==> src/rtl/ppc_excep_unit.sv <==
// ppc_excep_unit: exception sequencer.
// Picks the highest-priority fault or interrupt cause and presents its code to
// the controller until it acknowledges. It then saves SRR0/SRR1, clears the
// MSR and redirects fetch to the vector. It also handles rfi by restoring the
// MSR from SRR1 and redirecting to SRR0.
module ppc_excep_unit #(
  parameter logic [31:0] VEC_BASE    = 32'h0000_0000,
  parameter int          ACK_TIMEOUT = 15
) (
  input  logic        clk,
  input  logic        rst,
  input  logic        isTraped,
  input  logic        isUndefined,
  input  logic        isPriveleged,
  input  logic        isLoad,
  input  logic        isStore,
  input  logic        isFetch,
  input  logic        isMoveSpr,
  input  logic        sc,
  input  logic        extInt,
  input  logic [31:0] epc,
  input  logic [31:0] npc,
  input  logic        rfi,
  input  logic        msrWe,
  input  logic [1:0]  msrWd,
  input  logic        ack,
  output logic [3:0]  excepCode,
  output logic        stall,
  output logic        redirect,
  output logic [31:0] redirectPc,
  output logic [31:0] srr0,
  output logic [31:0] srr1,
  output logic        msrEE,
  output logic        msrPR,
  output logic        ackTimeout
);

  typedef enum logic [1:0] {
    ST_IDLE  = 2'd0,
    ST_REQ   = 2'd1,
    ST_SAVE  = 2'd2,
    ST_REDIR = 2'd3
  } state_e;

  localparam logic [7:0] CNT_LAST = 8'(ACK_TIMEOUT - 1);

  // Fixed-priority cause encoder: ISI > ILL > PRIV > TRAP > SC > DSI > EXT.
  function automatic logic [3:0] sel_cause(
    input logic f_isi, input logic f_ill, input logic f_priv, input logic f_trap,
    input logic f_sc, input logic f_dsi, input logic f_ext);
    if (f_isi)       sel_cause = 4'd1;
    else if (f_ill)  sel_cause = 4'd2;
    else if (f_priv) sel_cause = 4'd3;
    else if (f_trap) sel_cause = 4'd4;
    else if (f_sc)   sel_cause = 4'd5;
    else if (f_dsi)  sel_cause = 4'd6;
    else if (f_ext)  sel_cause = 4'd7;
    else             sel_cause = 4'd0;
  endfunction

  // Vector offset for each cause code.
  function automatic logic [31:0] vec_offset(input logic [3:0] code);
    case (code)
      4'd1:    vec_offset = 32'h0000_0400;
      4'd2:    vec_offset = 32'h0000_0700;
      4'd3:    vec_offset = 32'h0000_0700;
      4'd4:    vec_offset = 32'h0000_0700;
      4'd5:    vec_offset = 32'h0000_0C00;
      4'd6:    vec_offset = 32'h0000_0300;
      4'd7:    vec_offset = 32'h0000_0500;
      default: vec_offset = 32'h0000_0000;
    endcase
  endfunction

  state_e      state_q, state_d;
  logic [3:0]  code_q, code_d;
  logic [31:0] save_pc_q, save_pc_d;
  logic [31:0] vec_q, vec_d;
  logic [7:0]  cnt_q, cnt_d;
  logic [31:0] srr0_q, srr0_d;
  logic [31:0] srr1_q, srr1_d;
  logic        ee_q, ee_d;
  logic        pr_q, pr_d;
  logic        to_q, to_d;
  logic [3:0]  excep_code_q, excep_code_d;
  logic        stall_q, stall_d;
  logic        redirect_q, redirect_d;
  logic [31:0] redirect_pc_q, redirect_pc_d;
  logic [3:0]  cause_s;

  // SC and EXT resume after the instruction; all other causes restart it.
  function automatic logic use_npc(input logic [3:0] code);
    use_npc = (code == 4'd5) || (code == 4'd7);
  endfunction

  // Current-cycle cause, gated by the live MSR bits.
  always_comb begin
    cause_s = sel_cause(isFetch, isUndefined, pr_q & (isPriveleged | isMoveSpr),
                        isTraped, sc, isLoad | isStore, extInt & ee_q);
  end

  // Next-state and registered-output computation for the sequencer.
  always_comb begin
    state_d       = state_q;
    code_d        = code_q;
    save_pc_d     = save_pc_q;
    vec_d         = vec_q;
    cnt_d         = cnt_q;
    srr0_d        = srr0_q;
    srr1_d        = srr1_q;
    ee_d          = ee_q;
    pr_d          = pr_q;
    to_d          = to_q;
    redirect_d    = 1'b0;
    redirect_pc_d = redirect_pc_q;
    case (state_q)
      ST_IDLE: begin
        if (cause_s != 4'd0) begin
          code_d    = cause_s;
          save_pc_d = use_npc(cause_s) ? npc : epc;
          vec_d     = VEC_BASE + vec_offset(cause_s);
          cnt_d     = 8'd0;
          state_d   = ST_REQ;
        end else if (rfi) begin
          redirect_d    = 1'b1;
          redirect_pc_d = srr0_q;
          ee_d          = srr1_q[15];
          pr_d          = srr1_q[14];
        end else if (msrWe) begin
          ee_d = msrWd[1];
          pr_d = msrWd[0];
        end else begin
          state_d = ST_IDLE;
        end
      end
      ST_REQ: begin
        if (ack || (cnt_q == CNT_LAST)) begin
          state_d = ST_SAVE;
          if (!ack) begin
            to_d = 1'b1;
          end else begin
            to_d = to_q;
          end
        end else begin
          cnt_d = cnt_q + 8'd1;
        end
      end
      ST_SAVE: begin
        srr0_d        = save_pc_q;
        srr1_d        = {16'h0000, ee_q, pr_q, 10'b00_0000_0000, code_q};
        ee_d          = 1'b0;
        pr_d          = 1'b0;
        redirect_d    = 1'b1;
        redirect_pc_d = vec_q;
        state_d       = ST_REDIR;
      end
      ST_REDIR: begin
        state_d = ST_IDLE;
      end
      default: begin
        state_d = ST_IDLE;
      end
    endcase
    excep_code_d = (state_d == ST_REQ) ? code_d : 4'd0;
    stall_d      = (state_d != ST_IDLE);
  end

  // State and output registers with synchronous reset.
  always_ff @(posedge clk) begin
    if (rst) begin
      state_q       <= ST_IDLE;
      code_q        <= 4'd0;
      save_pc_q     <= 32'h0;
      vec_q         <= 32'h0;
      cnt_q         <= 8'd0;
      srr0_q        <= 32'h0;
      srr1_q        <= 32'h0;
      ee_q          <= 1'b0;
      pr_q          <= 1'b0;
      to_q          <= 1'b0;
      excep_code_q  <= 4'd0;
      stall_q       <= 1'b0;
      redirect_q    <= 1'b0;
      redirect_pc_q <= 32'h0;
    end else begin
      state_q       <= state_d;
      code_q        <= code_d;
      save_pc_q     <= save_pc_d;
      vec_q         <= vec_d;
      cnt_q         <= cnt_d;
      srr0_q        <= srr0_d;
      srr1_q        <= srr1_d;
      ee_q          <= ee_d;
      pr_q          <= pr_d;
      to_q          <= to_d;
      excep_code_q  <= excep_code_d;
      stall_q       <= stall_d;
      redirect_q    <= redirect_d;
      redirect_pc_q <= redirect_pc_d;
    end
  end

  assign excepCode  = excep_code_q;
  assign stall      = stall_q;
  assign redirect   = redirect_q;
  assign redirectPc = redirect_pc_q;
  assign srr0       = srr0_q;
  assign srr1       = srr1_q;
  assign msrEE      = ee_q;
  assign msrPR      = pr_q;
  assign ackTimeout = to_q;

endmodule

==> config.mk <==
export PLATFORM = sky130hd
export DESIGN_NAME = ppc_excep_unit
export DESIGN_NICKNAME = d
export VERILOG_FILES = /design/src/rtl/ppc_excep_unit.sv
export SDC_FILE = /design/constraint.sdc
export NUM_CORES = 1
export LEC_CHECK = 0
export CORE_ASPECT_RATIO = 1.1
export CORE_MARGIN = 2
export CORE_UTILIZATION = 55
export DETAILED_ROUTE_END_ITERATION = 10
export DONT_BUFFER_PORTS = 1
export PLACE_DENSITY = 0.7
export SYNTH_ARGS = -nofsm -noshare
export SYNTH_HDL_FRONTEND = slang
export SYNTH_SLANG_ARGS = --single-unit
==> constraint.sdc <==
create_clock -name clk -period 2.8 [get_ports clk]
set_input_delay 0.56 -clock clk [delete_from_list [all_inputs] [get_ports clk]]
set_output_delay 0.56 -clock clk [all_outputs]
set_load 0.01 [all_outputs]
## After elaboration in Yosys (flattened, before gate mapping)

Cells that the tools add are included.

| word-level totals | value |
|---|---|
| word-level logic and storage cells | 85 |
| flip-flop bits (word level) | 157 |
| output and inout port bits | 105 |

| operators by class | value |
|---|---|
| reduce and logical (&&, ||, !) cells | 14 |
| add/sub/neg operators | 1 |
| equality and inequality tests | 17 |
| bitwise logic cells | 6 |
| multiplexer cells | 33 |

Operators by type and width:

| operator | number |
|---|---|
| $mux 32 | 3 |
| $pmux 32 s2 | 1 |
| $pmux 12 s5 | 1 |
| $mux 3 | 7 |
| $eq 4x3->1 const B | 4 |
| $mux 8 | 2 |
| $pmux 8 s2 | 1 |
| $reduce_and 3->1 | 4 |
| $add 8x1->8 const B | 1 |
| $eq 4x2->1 const B | 2 |
| $eq 8x4->1 const B | 1 |
| $mux 1 | 8 |
| $mux 2 | 4 |
| $mux 4 | 2 |
| $ne 2x2->1 const B | 4 |
| $pmux 2 s4 | 1 |
| $pmux 1 s2 | 3 |
| $reduce_bool 2->1 | 3 |
| $eq 2x1->1 const B | 2 |
| $eq 2x2->1 const B | 2 |
| $eq 4x1->1 const B | 1 |
| $reduce_bool 4->1 | 1 |
| $ne 3x3->1 const B | 1 |
| $reduce_or 3->1 | 1 |
| other kinds (7) | 11 |

## Longest topological paths before layout

Gate-level depths: netlist of the first run.

| logic depth | value |
|---|---|
| depth in word-level cells | 14 |
| gate-level depth with buffers | 8 |
| depth with buffers taken out | 6 |

## Worst setup path before layout of the first run

OpenSTA, ideal clock, no wires.

| path | value |
|---|---|
| path kind | input port to flip-flop |
| start | input isMoveSpr |
| end | register save_pc_q[0] |
| cell stages on the path | 7 |
| arrival | 1864 ps |
| setup time | 73 ps |
| slack | 862 ps |
| data required time | 2727 ps |
| cells stage by stage | o21a_2 -> or3_1 -> buf_2 -> or2_1 -> buf_6 -> buf_12 -> o211ai_2 |

| between the ends | value |
|---|---|
| word-level cells in the longest chain between the ends | 8 |
| elaborated cells on any way between the ends | 11 |
| classes of those cells | 2 x eq/ne; 4 x mux; 2 x bitwise; 3 x reduce/logical |

Ends and longest elaborated chain:

| item | RTL line | source |
|---|---|---|
| from (decl) | 18 | `input logic isMoveSpr,` |
| $or 1x1->1 (*) | 98 | `cause_s = sel_cause(isFetch, isUndefined, pr_q & (isPriveleged \| isMoveSpr),` |
| $and 1x1->1 (*) | 98 |  |
| $mux 3 (*) | 53 | `else if (f_priv) sel_cause = 4'd3;` |
| $mux 3 (*) | 52 | `else if (f_ill) sel_cause = 4'd2;` |
| $mux 3 (*) | 51 | `if (f_isi) sel_cause = 4'd1;` |
| $eq 4x3->1 | 93 | `use_npc = (code == 4'd5) \|\| (code == 4'd7);` |
| $logic_or 1x1->1 | 93 |  |
| $mux 32 | 120 | `save_pc_d = use_npc(cause_s) ? npc : epc;` |
| to (signal assigned) | 188 | `save_pc_q <= save_pc_d;` |
| to (decl) | 77 | `logic [31:0] save_pc_q, save_pc_d;` |

Every way passes the cells marked *; elsewhere a longest branch is shown, timed or not.
A chain may end at the register's enable or synchronous reset.

## Worst setup path after layout of the first run

| path | value |
|---|---|
| start | register pr_q, in the netlist msrPR |
| end | register redirect_pc_q[3], in the netlist redirectPc[3] |

| between the ends | value |
|---|---|
| word-level cells in the longest chain between the ends | 7 |

Ends and longest elaborated chain:

| item | RTL line | source |
|---|---|---|
| from (decl) | 83 | `logic pr_q, pr_d;` |
| from (signal assigned) | 194 | `pr_q <= pr_d;` |
| $and 1x1->1 | 98 |  |
| $mux 3 | 53 |  |
| $mux 3 | 52 |  |
| $mux 3 | 51 |  |
| $reduce_bool 4->1 | 118 | `if (cause_s != 4'd0) begin` |
| $ne 2x2->1 (no line) | -- |  |
| $reduce_and 3->1 (no line) | -- |  |
| to (signal assigned) | 199 | `redirect_pc_q <= redirect_pc_d;` |
| to (decl) | 88 | `logic [31:0] redirect_pc_q, redirect_pc_d;` |

Every way passes these cells.

==> metrics.txt, run 1 <==
slew of the pin with the lowest slew margin 1310 ps; CP startpoint kind flip-flop; Area growth syn-to-layout 4.63%; number of gates resized after cts 0; hold path depth 1; worst hold start rst; Post-Route WL 15100 µm; Port-buffer cells 0; Clock Skews 6.61 ps; Synth cell types 64; Final period util 0.878; final core utilization 0.595; nets 677; H-tree lvl count 4; worst path buffer plus inverter count 0; DR vias/cell 6.36; most common cell in the netlist dfxtp_1; synth top area cells dfxtp_1, o211ai_2, nand3_1, nand2_1, o2111ai_1; initial antenna violation count 0; critical path's slowest cell a211oi_4; Cell Chain, Critical Path o21ai_2 -> and4_1 -> a211oi_4 -> a22o_1; clk sinks 129; Die H 113 µm; asr flop ratio synth 0; Hold EP srr1[1]$_SDFFE_PP0P_; post-DR wirelength/cell 20.1 µm; Hold Violations, Final 0; CTS tree done; die width 103 µm; cts bufs inserted 17; layout cell share with drive strength beyond 1 0.145; Max-Cap Viols 0; Post-Syn Area per Cell 9.57 µm²; count of final setup violators 0; Setup TNS Final 0 ps; vias 4771; Worst-path clk slew 60 ps; RSZ-0062 raised after global routing no; largest net degree at the start of global routing 67; r2r endpoint redirectPc[3]$_SDFFE_PP0P_; Leak Pwr 0.00223 µW; worst min path class in2reg; post-synthesis sequential area ratio 0.435; CP peak stage delay 1100 ps; most frequently used flop master after synthesis dfxtp_1; Filler Cell Count 939; hold_buf cts 0; first-pass GRT wire length 22900 µm; clock period minus worst slack 2460 ps; worst hold slack 217 ps; Yosys Warn Count 0; CP Capture Type flip-flop; VDD IR max 0.381 mV; post-synth top area cell dfxtp_1; worst skew pair latency 410 ps; Rows 39; antenna viol nets, final 0; Reg2Reg Setup Slack 340 ps; placeable core area 0.0104 mm²; drt pass-1 iters 5; vias in the first global route 4542; Root Driver clkbuf_16; Synth Instances 621; Max clock buf depth 2; worst reg-to-reg path cell count 4; Antenna Cells 0; CP Max Fanout 28; Detail Placement HPWL 9870 µm; Place WS 342 ps; Setup CP Type reg2reg; relative slew slack 0.126; Synth top cells by count dfxtp_1, nand2_1, nand3_1; number of synthesized flops with an enable pin 0; Top delay family on crit path compound AO/OA/AOI/OAI gates; power per cell area 747 mW/mm²; Initial Util 0.569; initial drt markers 283; Reg2Reg Launch Point msrPR$_SDFFE_PP0P_; max frequency 0.407 GHz; Synth top area share 0.435; Die Footprint 0.0116 mm²; global-route usage over all layers 0.254; GP Congestion 0.910; fin. max-slew vios 0; crit path DAT 2800 ps; postcts setup bufs 0; DRC Markers 0; Netlist Area Pre-Place 0.00594 mm²; Critical Path RT 3140 ps; status finished clean; gr ovfl total 0; final setup margin 342 ps; Synth Register Bits 129; IO Count 185
-- metrics by stage --
step           area (µm²)  cells  power, µW
6_report             6220    750       4640
5_1_grt              6220    750       4800
4_1_cts              6220    750       4670
3_5_place_dp         5610    719       2450
3_3_place_gp         5610    719       2440
2_1_floorplan        6030    646       2430
-- worst max path at each step --
stage | from | to | slack (ps) | cells after the start
floorplan | isMoveSpr | save_pc_q[0]$_SDFFE_PP0P_ | 860 | 7
global placement | isMoveSpr | redirectPc[5]$_SDFFE_PP0P_ | 430 | 4
detailed placement | isMoveSpr | redirectPc[3]$_SDFFE_PP0P_ | 340 | 4
CTS | msrPR$_SDFFE_PP0P_ | redirectPc[3]$_SDFFE_PP0P_ | 360 | 4
global route | msrPR$_SDFFE_PP0P_ | redirectPc[3]$_SDFFE_PP0P_ | 240 | 4
finish | msrPR$_SDFFE_PP0P_ | redirectPc[3]$_SDFFE_PP0P_ | 340 | 4
-- logic make-up after synthesis --
logic type	count (synthesis)	synth area share
mux	4	0.00674
simple gates	207	0.166
xor+xnor	2	0.00295
other cells	1	0.000631
buf+inv	90	0.128
flops	129	0.435
compound gates	186	0.257
fa+ha+maj	2	0.00421
-- power by group --
group / leakage, µW / total, µW / switching (µW) / internal [µW]
Sequential: 0.00105 / 2000 / 73.0 / 1930
Clock: 0.000288 / 2220 / 804 / 1420
Combinational: 0.000891 / 419 / 281 / 138
Total: 0.00223 / 4640 / 1160 / 3480
-- per-layer routing --
metal  routed length [µm]  up-vias  share of wire  GRT usage
met3                 1280       45          0.085     0.0834
met1                 5940     2325           0.39      0.293
li1                     -     2199              -          -
met4                  563        0          0.037      0.132
met2                 7320      202           0.48      0.416
met5                    0        -              0          0
-- area by class of cell --
class,instances,area [µm²],area share
inverter,7,26.3,0.00423
clock buffer,18,439,0.0707
tap,143,179,0.0288
sequential,129,2580,0.415
clock inverter,13,163,0.0262
multi-input combinational,427,2730,0.439
timing repair buffer,13,97.6,0.0157
-- registers in the layout (all words and copies together), names as in the netlist --
name,cells
srr0,32
redirect,1
srr1,6
cnt_q,8
save_pc_q,32
ackTimeout,1
excepCode,4
redirectPc,32
msrEE,1
code_q,4
stall,1
vec_q,4
msrPR,1
state_q,2
-- placed cells by master, fill, tap and decap left out, drive strengths merged, types with 3 or more instances in the layout --
cell and count:
dfxtp 129, nand2 86, nand3 71, a21oi 49, o211ai 35, o2111ai 33
a22o 28, conb 26, clkbuf 18, nor2 16, buf 13, o21ai 9
a211oi 8, inv 7, clkinv 7, and3 6, or3 4, a311oi 4
mux2i 4, nor4 4, or2 4, clkinvlp 3, bufinv 3, nand2b 3
nor2b 3, a41oi 3
(Power assumes the default switching activity.)
==> run 2: changes to the inputs <==
--- a/config.mk
+++ b/config.mk
@@ -10,6 +10,7 @@
 export CORE_UTILIZATION = 55
 export DETAILED_ROUTE_END_ITERATION = 10
 export DONT_BUFFER_PORTS = 1
+export GPL_TIMING_DRIVEN = 0
 export PLACE_DENSITY = 0.7
 export SYNTH_ARGS = -nofsm -noshare
 export SYNTH_HDL_FRONTEND = slang
==> metrics.txt, run 2 (synthesis gave the netlist of run 1 again) <==
status finished clean; DRC Markers 0; Leak Pwr 0.00262 µW; most common cell after layout, fill and taps aside dfxtp_1; first-pass GRT wire length 25600 µm; clk sinks 129; DR vias/cell 6.05; DR top layer met4; Die Footprint 0.0116 mm²; Antenna Cells 0; CP startpoint kind flip-flop; H-tree lvl count 4; layout cell share with drive strength beyond 1 0.205; Die H 113 µm; Setup CP Type reg2reg; crit path DAT 2640 ps; number of gates resized after cts 0; slew of the pin with the lowest slew margin 1070 ps; VDD IR max 0.409 mV; worst min path class in2reg; IO Count 185; final core utilization 0.655; cts bufs inserted 17; initial drt markers 433; Initial Util 0.569; vias in the first global route 4987; Detail Placement HPWL 12000 µm; RSZ-0062 raised after global routing no; placeable core area 0.0104 mm²; largest net degree at the start of global routing 17; initial antenna violation count 0; Critical Path RT 3160 ps; CP Capture Type flip-flop; max frequency 0.438 GHz; postcts setup bufs 0; count of final setup violators 0; Area growth syn-to-layout 15.1%; Port-buffer cells 0; CTS tree done; Hold Violations, Final 0; clock period minus worst slack 2280 ps; GP Congestion 0.881; Max clock buf depth 2; Clock Skews 7.61 ps; Max-Cap Viols 0; relative slew slack 0.277; drt pass-1 iters 6; antenna viol nets, final 0; vias 4968; met2 wire length 8340 µm; overall power 4880 µW; post-DR wirelength/cell 20.4 µm; global-route usage over all layers 0.286; fin. max-slew vios 0; met3 WL post-DR 1460 µm; Rows 39; Setup TNS Final 0 ps; worst skew pair latency 410 ps; power per cell area 713 mW/mm²; gr ovfl total 0; Worst-path clk slew 60 ps; Final period util 0.816; Root Driver clkbuf_16; die width 103 µm; CP Max Fanout 10; commonest cells after routing, fill and taps aside dfxtp_1, nand2_1, nand3_1; hold_buf cts 0; Post-Route WL 16700 µm; nets 747; Met1 Routed Length 6460 µm
## run 2: changes by cell type in the layout (fill, tap and decap cells not counted), moves of 2 or more
cell      previous run  this run
buf_1                0         2
clkbuf_8             1        20
buf_12               0         3
buf_6                0         5
buf_2                0        14
buf_4               13        27
buf_8                0         2
clkbuf_1             0        11
## run 2: report_power, final
part | switching, µW | total, µW | internal (µW) | leakage [µW]
sequential | 71.7 | 2000 | 1930 | 0.00105
combinational | 327 | 535 | 209 | 0.00127
clock | 829 | 2340 | 1510 | 0.000299
total | 1230 | 4880 | 3650 | 0.00262
## run 2: worst paths after layout
check	from	slack, ps	depth (start not counted)	endpoint
setup / recovery	msrEE$_SDFFE_PP0P_	520	6	redirectPc[19]$_SDFFE_PP0P_
hold / removal	npc[26]	330	2	save_pc_q[26]$_SDFFE_PP0P_
setup reg to reg	msrEE$_SDFFE_PP0P_	520	6	redirectPc[19]$_SDFFE_PP0P_
hold reg to reg	save_pc_q[24]$_SDFFE_PP0P_	460	2	srr0[24]$_SDFFE_PP0P_
## run 2: metrics by stage
stage | setup WS, ps | cells | hold WS (ps) | instance area (µm²)
after floorplan | 862 | 646 | 432 | 6030
after global placement | 599 | 789 | 444 | 6210
after detailed placement | 519 | 789 | 444 | 6210
after CTS | 539 | 821 | 312 | 6840
after global routing | 404 | 821 | 318 | 6840
final | 516 | 821 | 325 | 6840
## run 2: routing by layer
| layer | vias up | track usage |
|---|---|---|
| li1 | 2341 | - |
| met2 | 212 | 0.484 |
| met3 | 44 | 0.0994 |
| met1 | 2371 | 0.321 |
| met4 | 0 | 0.125 |
| met5 | - | 0 |
## run 2: worst max-delay path, cell delays in order (launching register included)
cell and delay (ps):
dfxtp_1 520, nand2_2 160, and4_1 250, buf_4 170, a211oi_4 590, buf_2 360
a22o_1 180
## run 2: cell type report
type / instances / area (µm²)
well taps: 143 / 179
plain buffers: 83 / 734
flip-flops and latches: 129 / 2580
clock buffers: 19 / 443
multi-input cells: 427 / 2690
inverters: 7 / 26.3
fillers: 891 / 3600
clock inverters: 13 / 184
